[src/rtl/counter_display_driver_pkg.sv]
// counter_display_pkg: shared types and constants for the 2-digit counter display
package counter_display_pkg;
    localparam int DATA_W = 5;
    localparam int BCD_W = 8;
    typedef enum logic [1:0] {IDLE, CONV, DONE} state_e;
    localparam logic [6:0] SEG_OFF = 7'h00;
    localparam logic [1:0] AN_OFF = 2'b00;
    localparam logic [6:0] SEG_LUT [0:9] = '{7'h3F, 7'h06, 7'h5B, 7'h4F, 7'h66,
                                             7'h6D, 7'h7D, 7'h07, 7'h7F, 7'h6F};
    function automatic logic [6:0] seg_code(input logic [3:0] d);
        return d <= 4'd9 ? SEG_LUT[d] : SEG_OFF;
    endfunction
endpackage

[src/rtl/counter_display_driver_if.sv]
// counter_display_driver_if: data/blank inputs and display drive outputs of the display stage
interface counter_display_driver_if;
    import counter_display_pkg::*;
    logic [DATA_W-1:0] i_data;
    logic              i_blank;
    logic [6:0]        o_seg;
    logic [1:0]        o_an;
    logic              o_busy;
    modport master (output i_data, i_blank, input o_seg, o_an, o_busy);
    modport slave (input i_data, i_blank, output o_seg, o_an, o_busy);
endinterface

[src/rtl/counter_display_driver_bin2bcd_seq.sv]
// bin2bcd_seq: sequential double-dabble converter, 5-bit binary to tens/ones BCD
module bin2bcd_seq
    import counter_display_pkg::*;
(
    input  logic              clk,
    input  logic              rst,
    input  logic              start_i,
    input  logic [DATA_W-1:0] bin_i,
    output logic              busy_o,
    output logic              done_o,
    output logic [3:0]        tens_o,
    output logic [3:0]        ones_o
);
    state_e state_q;
    logic [BCD_W+DATA_W-1:0] sr_q;
    logic [2:0] cnt_q;
    logic [BCD_W-1:0] adj;
    always_comb begin
        adj[7:4] = sr_q[12:9] >= 4'd5 ? sr_q[12:9] + 4'd3 : sr_q[12:9];
        adj[3:0] = sr_q[8:5] >= 4'd5 ? sr_q[8:5] + 4'd3 : sr_q[8:5];
    end
    assign done_o = state_q == DONE;
    assign tens_o = sr_q[12:9];
    assign ones_o = sr_q[8:5];
    always_ff @(posedge clk or posedge rst) begin
        if (rst) begin
            state_q <= IDLE;
            sr_q    <= '0;
            cnt_q   <= '0;
            busy_o  <= 1'b0;
        end else begin
            case (state_q)
                IDLE: if (start_i) begin
                    sr_q    <= {{BCD_W{1'b0}}, bin_i};
                    cnt_q   <= 3'd5;
                    busy_o  <= 1'b1;
                    state_q <= CONV;
                end
                CONV: begin
                    sr_q    <= {adj[6:0], sr_q[4:0], 1'b0};
                    cnt_q   <= cnt_q - 3'd1;
                    state_q <= cnt_q == 3'd1 ? DONE : CONV;
                end
                DONE: begin
                    busy_o  <= 1'b0;
                    state_q <= IDLE;
                end
                default: state_q <= IDLE;
            endcase
        end
    end
endmodule

[src/rtl/counter_display_driver.sv]
// counter_display_driver: converts the 5-bit count to BCD and scans it onto a
// 2-digit multiplexed 7-segment display with leading-zero blanking
module counter_display_driver
    import counter_display_pkg::*;
#(
    parameter int SCAN_DIV       = 50000,
    parameter bit SEG_ACTIVE_LOW = 1'b1,
    parameter bit AN_ACTIVE_LOW  = 1'b1
) (
    input logic i_clk,
    input logic i_reset,
    counter_display_driver_if.slave bus
);
    localparam int PW = $clog2(SCAN_DIV);
    localparam logic [6:0] SEG_POL = {7{SEG_ACTIVE_LOW}};
    localparam logic [1:0] AN_POL = {2{AN_ACTIVE_LOW}};
    logic [DATA_W-1:0] r_sample_q, r_shown_q;
    logic [3:0] tens_q, ones_q, tens, ones, digit;
    logic [PW-1:0] pre_q;
    logic [6:0] seg_q;
    logic [1:0] an_q;
    logic sel_q, start, busy, done, off, tc;
    assign start = !busy && r_sample_q != r_shown_q;
    assign tc = pre_q == PW'(SCAN_DIV - 1);
    assign digit = sel_q ? tens_q : ones_q;
    // tens slot with a zero tens digit is dark, so single-digit values show one digit
    assign off = bus.i_blank || (sel_q && tens_q == 4'd0);
    assign bus.o_seg = seg_q;
    assign bus.o_an = an_q;
    assign bus.o_busy = busy;
    bin2bcd_seq u_conv (
        .clk     (i_clk),
        .rst     (i_reset),
        .start_i (start),
        .bin_i   (r_sample_q),
        .busy_o  (busy),
        .done_o  (done),
        .tens_o  (tens),
        .ones_o  (ones)
    );
    always_ff @(posedge i_clk or posedge i_reset) begin
        if (i_reset) begin
            r_sample_q <= '0;
            r_shown_q  <= '0;
            tens_q     <= '0;
            ones_q     <= '0;
            pre_q      <= '0;
            sel_q      <= 1'b0;
            seg_q      <= SEG_OFF ^ SEG_POL;
            an_q       <= AN_OFF ^ AN_POL;
        end else begin
            r_sample_q <= bus.i_data;
            if (start) r_shown_q <= r_sample_q;
            if (done) begin
                tens_q <= tens;
                ones_q <= ones;
            end
            pre_q <= tc ? '0 : pre_q + PW'(1);
            sel_q <= sel_q ^ tc;
            seg_q <= (off ? SEG_OFF : seg_code(digit)) ^ SEG_POL;
            an_q  <= (off ? AN_OFF : (sel_q ? 2'b10 : 2'b01)) ^ AN_POL;
        end
    end
endmodule
[src/flat_wrapper.sv]
// flat-port wrapper written by rule: the top's interface ports become plain ports
module counter_display_driver_flat import counter_display_pkg::*;
#(
    parameter int SCAN_DIV       = 50000,
    parameter bit SEG_ACTIVE_LOW = 1'b1,
    parameter bit AN_ACTIVE_LOW  = 1'b1
)
  (i_clk, i_reset, bus_i_data, bus_i_blank, bus_o_seg, bus_o_an, bus_o_busy);
  counter_display_driver_if bus_i ();
  input logic i_clk;
  input logic i_reset;
  input wire logic [$bits(bus_i.i_data)-1:0] bus_i_data;
  input wire logic [$bits(bus_i.i_blank)-1:0] bus_i_blank;
  output wire logic [$bits(bus_i.o_seg)-1:0] bus_o_seg;
  output wire logic [$bits(bus_i.o_an)-1:0] bus_o_an;
  output wire logic [$bits(bus_i.o_busy)-1:0] bus_o_busy;
  assign bus_i.i_data = bus_i_data;
  assign bus_i.i_blank = bus_i_blank;
  assign bus_o_seg = bus_i.o_seg;
  assign bus_o_an = bus_i.o_an;
  assign bus_o_busy = bus_i.o_busy;
  counter_display_driver #(.SCAN_DIV(SCAN_DIV), .SEG_ACTIVE_LOW(SEG_ACTIVE_LOW), .AN_ACTIVE_LOW(AN_ACTIVE_LOW)) u_core (.i_clk(i_clk), .i_reset(i_reset), .bus(bus_i));
endmodule
[config.mk]
export PLATFORM = sky130hd
export DESIGN_NAME = counter_display_driver_flat
export DESIGN_NICKNAME = d
export VERILOG_FILES = /design/src/rtl/counter_display_driver_pkg.sv /design/src/rtl/counter_display_driver_if.sv /design/src/rtl/counter_display_driver_bin2bcd_seq.sv /design/src/rtl/counter_display_driver.sv /design/src/flat_wrapper.sv
export SDC_FILE = /design/constraint.sdc
export NUM_CORES = 1
export LEC_CHECK = 0
export BUFFER_PORTS_ARGS = -buffer_cell sky130_fd_sc_hd__buf_2
export CORE_MARGIN = 4
export CORE_UTILIZATION = 55
export CTS_BUF_LIST = sky130_fd_sc_hd__clkbuf_4
export CTS_CLUSTER_DIAMETER = 30
export CTS_CLUSTER_SIZE = 8
export DETAILED_ROUTE_END_ITERATION = 8
export GPL_TIMING_DRIVEN = 0
export PLACE_DENSITY = 0.76
export SYNTH_ARGS = -nofsm -noshare
export SYNTH_HDL_FRONTEND = slang
export SYNTH_HIERARCHICAL = 1
export SYNTH_SLANG_ARGS = --single-unit
[constraint.sdc]
create_clock -name i_clk -period 1.9 [get_ports i_clk]
set_input_delay 0 -clock i_clk [delete_from_list [all_inputs] [get_ports i_clk]]
set_output_delay 0 -clock i_clk [all_outputs]
set_load 0.01 [all_outputs]
==> reports/results.tsv <==
metric	value	unit
Avg WL per Cell	13.73	um
H-tree Lvls	3	
initial antenna violation count	0	
DPL Wire Length	3469	um
most common cell after layout, fill and taps aside	dfrtp_1	
Finish-stage setup viols	0	
Critical Path, Cell by Cell	or4b_1 -> nor4_4 -> buf_4 -> xor2_1	
Async SR Flop Fraction	100.0	%
most frequent cells in the layout	dfrtp_1 (53), nand2_1 (21), buf_2 (18), nor2_1 (18), inv_1 (15)	
root buf cell	clkbuf_4	
CTS Sinks	63	
unrepaired setup endpoints after global routing	no	
worst clock skew	6.606	ps
max_cap viols	0	
CTS tree	yes	
vias in the first global route	2091	
post-synthesis cell area	0.003045	mm^2
final net count	326	
Startpoint Class	register	
Tightest Pin Transition	867.6	ps
register area share after synthesis	52.14	%
Post-Route Utilization	66.94	%
first-pass detailed-route iteration total	4	
RD Place Congestion	0.8002	
share of cells above drive strength 1	27.42	%
Slowest-stage cell, CP	or4b_1	
grt total ovfl	0	
Iter 0 DRT Violations	91	
via density per instance	5.437	
Max Root-Sink Buffers	2	
GRT Total Usage	18.77	%
first-pass GRT wire length	9563	um
DR DRC count	0	
DR vias	2066	
largest net degree at the start of global routing	45	
Worst VDD drop	0.8456	mV
port bufs	17	
crit path capture type	register	
Die ar.	0.006791	mm^2
Req. time, crit path	2230	ps
max_slew headroom	42.08	%
total chip power	4899	uW
largest delay contributor family on the critical path	simple AND/OR/NAND/NOR gates	
Num CTS Buffers	9	
boundary pin count	18	
Yosys cell types	48	
P per Cell Area	1398	mW/mm^2
Antenna Nets Post-Route	0	
Synth Instances	267	
filler cell count	392	
Seq. cell area	0.001589	mm^2
register clock-pin slew on the reported worst setup and hold paths	110	ps
Die H	82.41	um
Worst path max stage delay	570	ps
endpoints failing hold	0	
syn_nets	288	
post-route clock period utilization	91.90	%
f_max	572.7	MHz
CP Class	register to register	
synth warn	6	
HP Class	input port to register	
area occupied by multi-input gates	0.001295	mm^2
Critical path buffers and inverters	1	
Lkg Pwr	0.001611	uW
Rows	26	
Final Slew Violations	0	
crit path DAT	2080	ps
detailed-route wire length	5219	um
Die Wd	82.41	um
Tmin final	1746	ps
Skew-Pair Late Insertion Delay	400	ps
Yosys reg bits	63	
CORE AREA	0.005238	mm^2
EDFF count, synth	0	
Antenna Cells	0	
Initial Util	58.15	%
syn_area_per_cell	11.41	um^2
hold_ws	226.0	ps
status	finished clean	
Layout area overhead	15.12	%
Main synth FF type	dfrtp_1	
Crit Path Max Fanout	5	
## layer usage
metal  vias up  global-route usage (%)  share of wire, %
met1      1012                   23.58                45
met5         -                       0                 0
met3        13                   4.881               4.0
met4         0                   8.804               2.4
met2        44                   30.21                49
li1        997                       -                 -
## cell usage after synthesis (4+ instances only)
master	count	area, um^2
dfrtp_1	54	1351
nand2_1	21	78.83
nor2_1	18	67.56
inv_1	16	60.06
mux2_2	15	168.9
ha_1	13	162.7
xor2_1	13	113.9
o21ai_0	12	60.06
dfstp_2	9	236.5
buf_4	8	60.06
mux2i_1	7	70.07
xnor2_1	7	61.31
nand4_1	6	37.54
nand3_1	5	25.02
o21ai_1	5	25.02
clkbuf_1	4	15.01
nor3_1	4	20.02
o2111ai_1	4	35.03
## final cells by class
class | count | area share (%)
Buffer | 15 | 3.141
Clock buffer | 9 | 1.927
Clock inverter | 7 | 3.176
Inverter | 16 | 1.713
Multi-Input combinational cell | 172 | 36.94
Sequential cell | 63 | 45.32
Tap cell | 70 | 2.498
Timing Repair Buffer | 28 | 5.282
## registers in the layout, indices dropped and copies added, names as in the netlist
signal	cells
u_core/bus.o_an	2
u_core/bus.o_seg	7
u_core/ones_q	4
u_core/pre_q	16
u_core/r_sample_q	5
u_core/r_shown_q	5
u_core/sel_q	1
u_core/tens_q	4
u_core/u_conv/busy_o	1
u_core/u_conv/cnt_q	3
u_core/u_conv/sr_q	13
u_core/u_conv/state_q	2
## worst paths after layout
kind	to	slack [ps]	start	cells after the start
min reg2reg	u_core/u_conv/sr_q[3]	500	u_core/u_conv/sr_q[3]	2
min	u_core/r_sample_q[4]	230	bus_i_data[4]	2
min in group asynchronous	u_core/u_conv/cnt_q[2]	290	i_reset	3
max	u_core/sel_q	150	u_core/pre_q[4]	4
max in group asynchronous	u_core/sel_q	960	i_reset	3
max reg2reg	u_core/sel_q	150	u_core/pre_q[4]	4
## worst register-to-register path: cells and delay by family (launching register included)
family,cells,cell delay (ps)
buffers and inverters,1,200
XOR/XNOR,1,150
flip-flops,1,450
AND/OR/NAND/NOR,2,890
## cell families (layout without fill, tap and decap cells)
family | count (synthesis) | in the layout | synth area share (%)
and+or+nand+nor | 74 | 74 | 12.94
adders and majority gates | 13 | 13 | 5.341
xor gates and xnor gates | 20 | 20 | 5.752
AOI/OAI and AO/OA | 42 | 42 | 9.819
buffers and inverters | 32 | 75 | 5.711
DFF | 63 | 63 | 52.14
muxes | 23 | 23 | 8.299
## metrics by stage
step	std cells	instance area (um^2)	setup WS, ps	setup TNS (ps)
final	380	3506	153.9	0
after global routing	380	3506	13.50	0
after CTS	378	3487	49.57	0
after detailed placement	354	3218	-334.3	-2078
after global placement	354	3218	-244.1	-1575
after floorplan	267	3045	47.26	0
## where the power goes
group | switching (uW) | internal (uW)
Sequential | 248 | 1740
Combinational | 903 | 869
Clock | 483 | 657
Total | 1630 | 3270
## timing repair
action / CTS / global route
endpoints found under the hold margin: 61 / 0
endpoints found under the setup margin: 8 / 6
hold buffers: 7 / 0
gates resized for setup: 3 / 2
buffers inserted: 2 / 2
pin swaps: 1 / 1
Note: power is estimated with default switching activity, not from simulation.
